### config.mk
export PLATFORM = sky130hd
export DESIGN_NAME = serial_chunk_adder
export DESIGN_NICKNAME = d
export VERILOG_FILES = /design/src/rtl/serial_chunk_adder_pkg.sv /design/src/rtl/serial_chunk_adder_chunk_adder.sv /design/src/rtl/serial_chunk_adder.sv
export SDC_FILE = /design/constraint.sdc
export NUM_CORES = 1
export LEC_CHECK = 0
export ABC_AREA = 1
export BUFFER_PORTS_ARGS = -buffer_cell sky130_fd_sc_hd__buf_2
export CAP_MARGIN = 20
export CORE_MARGIN = 2
export CORE_UTILIZATION = 50
export CTS_CLUSTER_DIAMETER = 150
export DETAILED_ROUTE_END_ITERATION = 12
export PLACE_DENSITY = 0.78
export SYNTH_ARGS = -nofsm -noshare
export SYNTH_HDL_FRONTEND = slang
export SYNTH_HIERARCHICAL = 1
export SYNTH_SLANG_ARGS = --single-unit
### constraint.sdc
create_clock -name clk -period 11.8 [get_ports clk]
set_input_delay 0 -clock clk [delete_from_list [all_inputs] [get_ports clk]]
set_output_delay 0 -clock clk [all_outputs]
set_load 0.03 [all_outputs]
### src/rtl/serial_chunk_adder_pkg.sv
// Shared types and constant helpers for the serial chunk adder.
// Holds the FSM state encoding and the chunk counter width calculation.
package serial_chunk_adder_pkg;

  typedef enum logic [1:0] {
    ST_IDLE = 2'd0,
    ST_ADD  = 2'd1,
    ST_DONE = 2'd2
  } state_t;

  function automatic int clog2(input int v);
    int r;
    r = 0;
    for (int i = 0; i < 31; i++)
      if ((1 << i) < v) r = i + 1;
    return r;
  endfunction

  // At least one counter bit, even when a single chunk spans the whole word.
  function automatic int cnt_w(input int chunks);
    return (clog2(chunks) < 1) ? 1 : clog2(chunks);
  endfunction

endpackage

### src/rtl/serial_chunk_adder_chunk_adder.sv
// Combinational K-bit ripple adder used once per cycle by the serial adder.
// c_msb exposes the carry into bit K-1 so the caller can derive signed overflow.
module chunk_adder #(
  parameter int K = 8
) (
  input  logic [K-1:0] a,
  input  logic [K-1:0] b,
  input  logic         ci,
  output logic [K-1:0] s,
  output logic         co,
  output logic         c_msb
);

  logic [K:0] c;

  always_comb begin
    c    = '0;
    s    = '0;
    c[0] = ci;
    for (int i = 0; i < K; i++) begin
      s[i]   = a[i] ^ b[i] ^ c[i];
      c[i+1] = (a[i] & b[i]) | (c[i] & (a[i] ^ b[i]));
    end
  end

  assign co    = c[K];
  assign c_msb = c[K-1];

endmodule

### src/rtl/serial_chunk_adder.sv
// Handshaked signed adder that sums two N-bit operands K bits per cycle, LSB first.
// Produces SUM, Cout and signed overflow after N/K cycles of ADD.
module serial_chunk_adder
  import serial_chunk_adder_pkg::*;
#(
  parameter int N = 32,
  parameter int K = 8
) (
  input  logic         clk,
  input  logic         rst,
  input  logic         in_valid,
  output logic         in_ready,
  input  logic [N-1:0] in1,
  input  logic [N-1:0] in2,
  input  logic         cin,
  output logic         out_valid,
  input  logic         out_ready,
  output logic [N-1:0] SUM,
  output logic         Cout,
  output logic         OF,
  output logic         busy
);

  localparam int            CHUNKS = N / K;
  localparam int            CW     = cnt_w(CHUNKS);
  localparam logic [CW-1:0] LAST   = CW'(CHUNKS - 1);
  localparam logic [N-1:0]  MASK   = N'({K{1'b1}});

  generate
    if (K < 1 || (N % K) != 0) begin : g_bad_width
      $error("serial_chunk_adder: N must be a positive multiple of K");
    end
  endgenerate

  state_t        state;
  logic [N-1:0]  a_q, b_q;
  logic          carry_q;
  logic [CW-1:0] cnt;

  logic [K-1:0]  a_ch, b_ch, s_ch;
  logic          co_ch, cmsb_ch;
  int            sh;
  logic [N-1:0]  sum_next;

  // Shifts rather than variable part-selects keep the chunk index width-neutral.
  assign sh       = int'(cnt) * K;
  assign a_ch     = K'(a_q >> sh);
  assign b_ch     = K'(b_q >> sh);
  assign sum_next = (SUM & ~(MASK << sh)) | (N'(s_ch) << sh);

  chunk_adder #(.K(K)) u_chunk (
    .a     (a_ch),
    .b     (b_ch),
    .ci    (carry_q),
    .s     (s_ch),
    .co    (co_ch),
    .c_msb (cmsb_ch)
  );

  always_ff @(posedge clk or posedge rst) begin
    if (rst) begin
      state     <= ST_IDLE;
      cnt       <= '0;
      a_q       <= '0;
      b_q       <= '0;
      carry_q   <= 1'b0;
      SUM       <= '0;
      Cout      <= 1'b0;
      OF        <= 1'b0;
      out_valid <= 1'b0;
      busy      <= 1'b0;
      in_ready  <= 1'b1;
    end else begin
      case (state)
        ST_IDLE: begin
          if (in_valid && in_ready) begin
            a_q      <= in1;
            b_q      <= in2;
            carry_q  <= cin;
            SUM      <= '0;
            Cout     <= 1'b0;
            OF       <= 1'b0;
            cnt      <= '0;
            in_ready <= 1'b0;
            busy     <= 1'b1;
            state    <= ST_ADD;
          end
        end
        ST_ADD: begin
          SUM     <= sum_next;
          carry_q <= co_ch;
          if (cnt == LAST) begin
            Cout      <= co_ch;
            OF        <= cmsb_ch ^ co_ch;
            out_valid <= 1'b1;
            cnt       <= '0;
            state     <= ST_DONE;
          end else begin
            cnt <= cnt + 1'b1;
          end
        end
        ST_DONE: begin
          if (out_ready) begin
            out_valid <= 1'b0;
            busy      <= 1'b0;
            in_ready  <= 1'b1;
            state     <= ST_IDLE;
          end
        end
        default: begin
          out_valid <= 1'b0;
          busy      <= 1'b0;
          in_ready  <= 1'b1;
          cnt       <= '0;
          state     <= ST_IDLE;
        end
      endcase
    end
  end

endmodule

* Word-level counts from Yosys, hierarchy flattened
Index checks and enable logic that the tools add are counted.
** Storage, ports and cells
- Register bits :: 106
- Bits in latches :: 0
- Bits in writable memories :: 0
- Memory bits (read-only) :: 0
- Bits of input ports :: 69
- Output and inout port bits :: 37
- Word-level logic and storage cells :: 102
- Memories :: 0
** Cells by class
- $add $sub $neg :: 1
- Multipliers :: 0
- Divide/modulo/power cells :: 0
- Order comparisons :: 0
- Eq/ne operators :: 6
- Shift operators :: 4
- Mux-type cells :: 23
- Bitwise gates (word level) :: 47
- Reductions and logical operators :: 10
** Operators by type and width (number)
- $pmux W32 S2 :: 1
- $shr A32 B5 Y8 :: 2
- $and A32 B32 Y32 :: 1
- $mux W32 :: 1
- $not A32 Y32 :: 1
- $or A32 B32 Y32 :: 1
- $shl A8 B5 Y32 :: 1
- $shl A8 B5 Y32 const A :: 1
- $xor A1 B1 Y1 :: 17
- $and A1 B1 Y1 :: 16
- $pmux W2 S3 :: 2
- $reduce_and A3 Y1 :: 4
- $mux W2 :: 5
- $pmux W1 S3 :: 3
- $mux W1 :: 8
- $or A1 B1 Y1 :: 8
- $ne A2 B2 Y1 const B :: 3
- $pmux W1 S2 :: 3
- $reduce_and A2 Y1 :: 3
- $eq A2 B2 Y1 const B :: 2
- $not A1 Y1 :: 3
- $add A2 B1 Y2 const B :: 1
- $eq A2 B1 Y1 const B :: 1
- $logic_not A2 Y1 :: 1
- other kinds (2) :: 2

* Logic depth before layout (Yosys ltp)
- Depth after elaboration :: 21
- Gate-level depth with buffers :: 21
- Gate-level depth less buffers :: 20

* Modules after synthesis
Netlist, hierarchy kept.
** By module, submodules not included
- serial_chunk_adder :: times used 1, cells each 548, area each 4668.2 um^2, sequential area each 2653.8 um^2
- chunk_adder :: times used 1, cells each 18, area each 197.7 um^2, sequential area each 0.0 um^2

* Least setup slack after synthesis
OpenSTA, ideal clock, no wires.
- Kind :: flip-flop to flip-flop
- Start point :: register cnt[0]
- End point :: register SUM[31]
- Library setup time :: 0.077 ns
- Arrival time :: 4.070 ns
- Required time :: 11.723 ns
- Slack :: 7.652 ns
- Cell stages (with the launch flop) :: 19
- Buffers on the path :: 1
- Period minus slack after synthesis :: 4.148 ns
- Cell sequence :: dfrtp_1 inv_2 clkbuf_1 o21ai_0 o22ai_1 fa_1 inv_1 fa_1 inv_1 fa_1 fa_1 fa_1 fa_1 inv_1 fa_1 inv_1 fa_1 nand3_1 o21ai_1
** On the way
- Word-level cells in the longest chain between the ends :: 20
- Elaborated cells between the ends (all ways) :: 38
- Those cells by class :: 4 x shift; 1 x mux; 33 x bitwise
** Ends and longest elaborated chain
- start, declared :: line serial_chunk_adder.sv:38 : logic [CW-1:0] cnt;
- start signal, assigned :: line serial_chunk_adder.sv:99 : cnt <= cnt + 1'b1;
- $shr A32 B5 Y8 * :: line serial_chunk_adder.sv:47 : assign a_ch = K'(a_q >> sh);
- net a_ch[0] :: line serial_chunk_adder.sv:40 : logic [K-1:0] a_ch, b_ch, s_ch;
- $xor A1 B1 Y1 :: line serial_chunk_adder_chunk_adder.sv:22 : c[i+1] = (a[i] & b[i]) | (c[i] & (a[i] ^ b[i]));
- $and A1 B1 Y1 :: line serial_chunk_adder_chunk_adder.sv:22
- $or A1 B1 Y1 * :: line serial_chunk_adder_chunk_adder.sv:22
- $and A1 B1 Y1 * :: line serial_chunk_adder_chunk_adder.sv:22
- $or A1 B1 Y1 * :: line serial_chunk_adder_chunk_adder.sv:22
- $and A1 B1 Y1 * :: line serial_chunk_adder_chunk_adder.sv:22
- [... 7 more ...]
- $and A1 B1 Y1 * :: line serial_chunk_adder_chunk_adder.sv:22
- $or A1 B1 Y1 * :: line serial_chunk_adder_chunk_adder.sv:22
- net cmsb_ch :: line serial_chunk_adder.sv:41 : logic co_ch, cmsb_ch;
- $xor A1 B1 Y1 * :: line serial_chunk_adder_chunk_adder.sv:21 : s[i] = a[i] ^ b[i] ^ c[i];
- net s_ch[7] :: line serial_chunk_adder.sv:40
- $shl A8 B5 Y32 * :: line serial_chunk_adder.sv:49 : assign sum_next = (SUM & ~(MASK << sh)) | (N'(s_ch) << sh);
- $or A32 B32 Y32 * :: line serial_chunk_adder.sv:49
- $pmux W32 S2 * :: line serial_chunk_adder.sv:74 : case (state)
- end signal, assigned :: line serial_chunk_adder.sv:90 : SUM <= sum_next;
- end, declared :: line serial_chunk_adder.sv:18 : output logic [N-1:0] SUM,
The timed path passes the listed nets; every way through them passes the cells marked *.
A chain may end at the register's enable or synchronous reset.

* Worst setup path in the final report
- Start point :: register cnt[0]
- End point :: register SUM[7]
Same word-level chain as after synthesis.

==> results by group <==
Status
  • Outcome: finished, final reports clean

Placed design
  • Placer Congestion: 0.890
  • IO Port Bufs: 105
  • DP Area: 0.00536 sq mm
  • DP HPWL: 8.13 mm

Clock tree
  • CTS tree: done
  • CTS Buffer Depth: 2
  • Setup bufs post-CTS: 0
  • Post_cts resized: 0
  • Skew-Pair Late Insertion Delay: 380 ps
  • TritonCTS Buffers: 9
  • Clock H-tree levels: 3
  • CTS sink count: 106
  • Worst-path clk slew: 100 ps
  • CTS root buffer: clkbuf_8

Pwr
  • Internal: 929 uW
  • Maximum vdd drop: 129 uV
  • Clock share of power: 14.5%
  • Sequential share of power: 36.5%
  • Net Sw Power: 776 uW
  • Leakage: 3.26 nW
  • Cell area power density: 272 mW/mm^2
  • Combinational Power Share: 49.0%
  • Switching Fraction: 45.5%

Yosys
  • Adder-cell share of the synthesized area: 4.58%
  • Post-synthesis mux area share: 0%
  • Primary FF master, synth: dfrtp_1
  • Largest family of logic cells by synthesized area: simple AND/OR/NAND/NOR gates
  • Syn Nets: 648
  • Yosys top cell by area: dfrtp_1
  • Avg Cell Area, Syn: 8.60 sq um
  • Area share of xor/xnor cells in the synthesized design: 0%
  • Yosys warns: 6
  • Post-synthesis cell area: 0.00487 sq mm
  • Count leader, synth: nand2_1
  • Post-synthesis sequential area ratio: 54.5%
  • Post-synth ARST share: 100%
  • Post-synthesis register bit count: 106
  • Top cells by area, synth: dfrtp_1, nand2_1, nand3_1, o21ai_0, fa_1
  • Yosys cell types: 21
  • Cells after Synth: 566
  • List of most frequent post-synthesis cells: nand2_1, dfrtp_1, nand3_1, o21ai_0, nor2_1
  • Post-synthesis compound-gate area fraction: 9.15%
  • Simple-gate share of the synthesized area: 25.6%
  • Post-synth EDFFs: 0
  • Synth top area share: 54.0%

Drt
  • Final wirelength: 12.9 mm
  • Post-route ant nets: 0
  • Pre-antenna DRT Iters: 5
  • Total number of vias: 4,490
  • WL/cell: 15.1 um
  • Detailed router's first-iteration violation count: 337
  • DRC viols: 0
  • Via-to-Cell Ratio: 5.24

STA
  • Fmax: 201 MHz
  • Setup TNS: 0 ps
  • Clock skew: 13.5 ps
  • Slew Viols, Final: 0
  • Hold slack: 51.2 ps
  • Slew HR: 32.9%
  • Setup violators final: 0
  • RSZ-0062 raised after global routing: false
  • Tcrit/Tclk final: 42.2%
  • Least-Margin Pin Slew: 1010 ps
  • Crit path time final: 4980 ps
  • Final Hold Fails: 0

Setup path
  • Startpoint Class: flop
  • CP most frequent cell: fa_1
  • Max FO, Critical Path: 44
  • Kind of cell adding the most delay to the critical path: adder cells
  • CP required: 12,090 ps
  • CP peak stage delay: 520 ps
  • Worst setup EP type: flop
  • CP Class: flop to flop
  • Slowest-stage cell, CP: fa_1
  • CP cell instances: buf_4 > inv_2 > o21ai_0 > o22ai_1 > fa_1 > inv_1 > fa_1 > inv_1 > fa_1 > fa_1 > fa_1 > fa_1 > inv_1 > fa_1 > inv_1 > fa_1 > nand3_1 > o21ai_1
  • Worst Path Arrival: 5280 ps
  • Buf/Inv on CP: 6

Die
  • Die area: 0.0105 sq mm
  • Die height: 103 um
  • Placeable core area: 0.00959 sq mm
  • Row Count: 36
  • Die width: 103 um
  • # IOs: 106
  • Initial Utilization: 50.7%

Cells and area
  • P&R area growth vs syn: 28.6%
  • Layout cells sized above 1: 18.4%
  • # diodes: 0
  • Finished Cell Area: 0.00626 sq mm
  • Nets@finish: 801

GRT
  • Vias in the first global route: 4,339
  • Initial antenna violation count: 0
  • Largest net degree at the start of global routing: 103
  • All-Layer GR Usage: 25.6%
  • Total gr overflow: 0
  • First-pass GRT wire length: 20.8 mm

Run
  • Maximum capacitance violations: 0

Worst hold path
  • Hold crit path type: input port to flop
layout by cell type, fill, tap and decap left out, types with 2 or more instances in the layout:
master / n
o21ai_1: 31
inv_6: 3
inv_1: 15
dfrtp_1: 105
inv_2: 3
dlygate4sd3_1: 67
o22ai_1: 16
nand3_1: 54
buf_4: 4
nand2_1: 215
nor2_1: 35
buf_2: 105
ha_1: 5
bufinv_16: 2
fa_1: 8
clkbuf_8: 9
o21ai_0: 38
state kept, by name, indices dropped and copies added, names as in the netlist:
signal     count
busy           1
carry_q        1
SUM           32
Cout           1
a_q           32
state          2
in_ready       1
b_q           32
cnt            2
OF             1
out_valid      1
repair_timing:
| item | 4_1_cts | 5_1_grt |
|---|---|---|
| endpoints found under the setup margin | 0 | 0 |
| hold buffers | 67 | 0 |
| hold endpoints to repair | 116 | 0 |
area by class of cell:
type	count	area [sq um]
Fill cell	772	3340
Timing Repair Buffer	176	1230
Tap cell	133	166
Clock inverter	7	98.8
Sequential cell	106	2650
Multi-Input combinational cell	407	1910
Inverter	19	73.8
Clock buffer	9	124
tightest hold or removal path, delay by kind of cell:
family / cells / cell delay [ps]
simple gates: 5 / 350
buf+inv: 1 / 80
worst paths after layout:
| check | startpoint | to | slack (ps) | cells after the start |
|---|---|---|---|---|
| max in group asynchronous | rst | SUM[19] | 10390 | 4 |
| worst max register to register | cnt[0] | SUM[7] | 6820 | 18 |
| worst max-delay path | cnt[0] | SUM[7] | 6820 | 18 |
| worst min-delay path | in_valid | in_ready | 50 | 6 |
| worst min register to register | busy | busy | 480 | 2 |
| min in group asynchronous | rst | state[1] | 270 | 3 |
power by group through the flow:
stage | Clock (mW) | Sequential (mW) | Combinational, mW
3_3_place_gp | 0 | 0.625 | 0.765
3_5_place_dp | 0 | 0.625 | 0.801
4_1_cts | 0.253 | 0.619 | 0.823
6_report | 0.248 | 0.622 | 0.835
5_1_grt | 0.265 | 0.636 | 0.928
2_1_floorplan | 0 | 0.684 | 0.510
per-stage QoR:
step / cells / utilization (%) / total power [mW] / setup WS, ps
finish: 857 / 65.2 / 1.70 / 6820
global route: 857 / 65.2 / 1.83 / 6510
CTS: 857 / 65.2 / 1.70 / 6870
detailed placement: 774 / 55.9 / 1.43 / 6940
global placement: 774 / 55.9 / 1.39 / 7160
floorplan: 566 / - / 1.19 / 7650
cell families after synthesis:
group                    after synthesis
AO/OA/AOI/OAI                         85
adder cells (fa/ha/maj)               13
buffers and inverters                 53
flip-flops                           106
AND/OR/NAND/NOR                      309
routing by layer:
layer | global-route usage [%] | routed length (um)
met2 | 41.5 | 6230
met4 | 11.7 | 413
met3 | 3.86 | 719
met1 | 34.2 | 5540
met5 | 0 | 0
(Power assumes the default switching activity.)
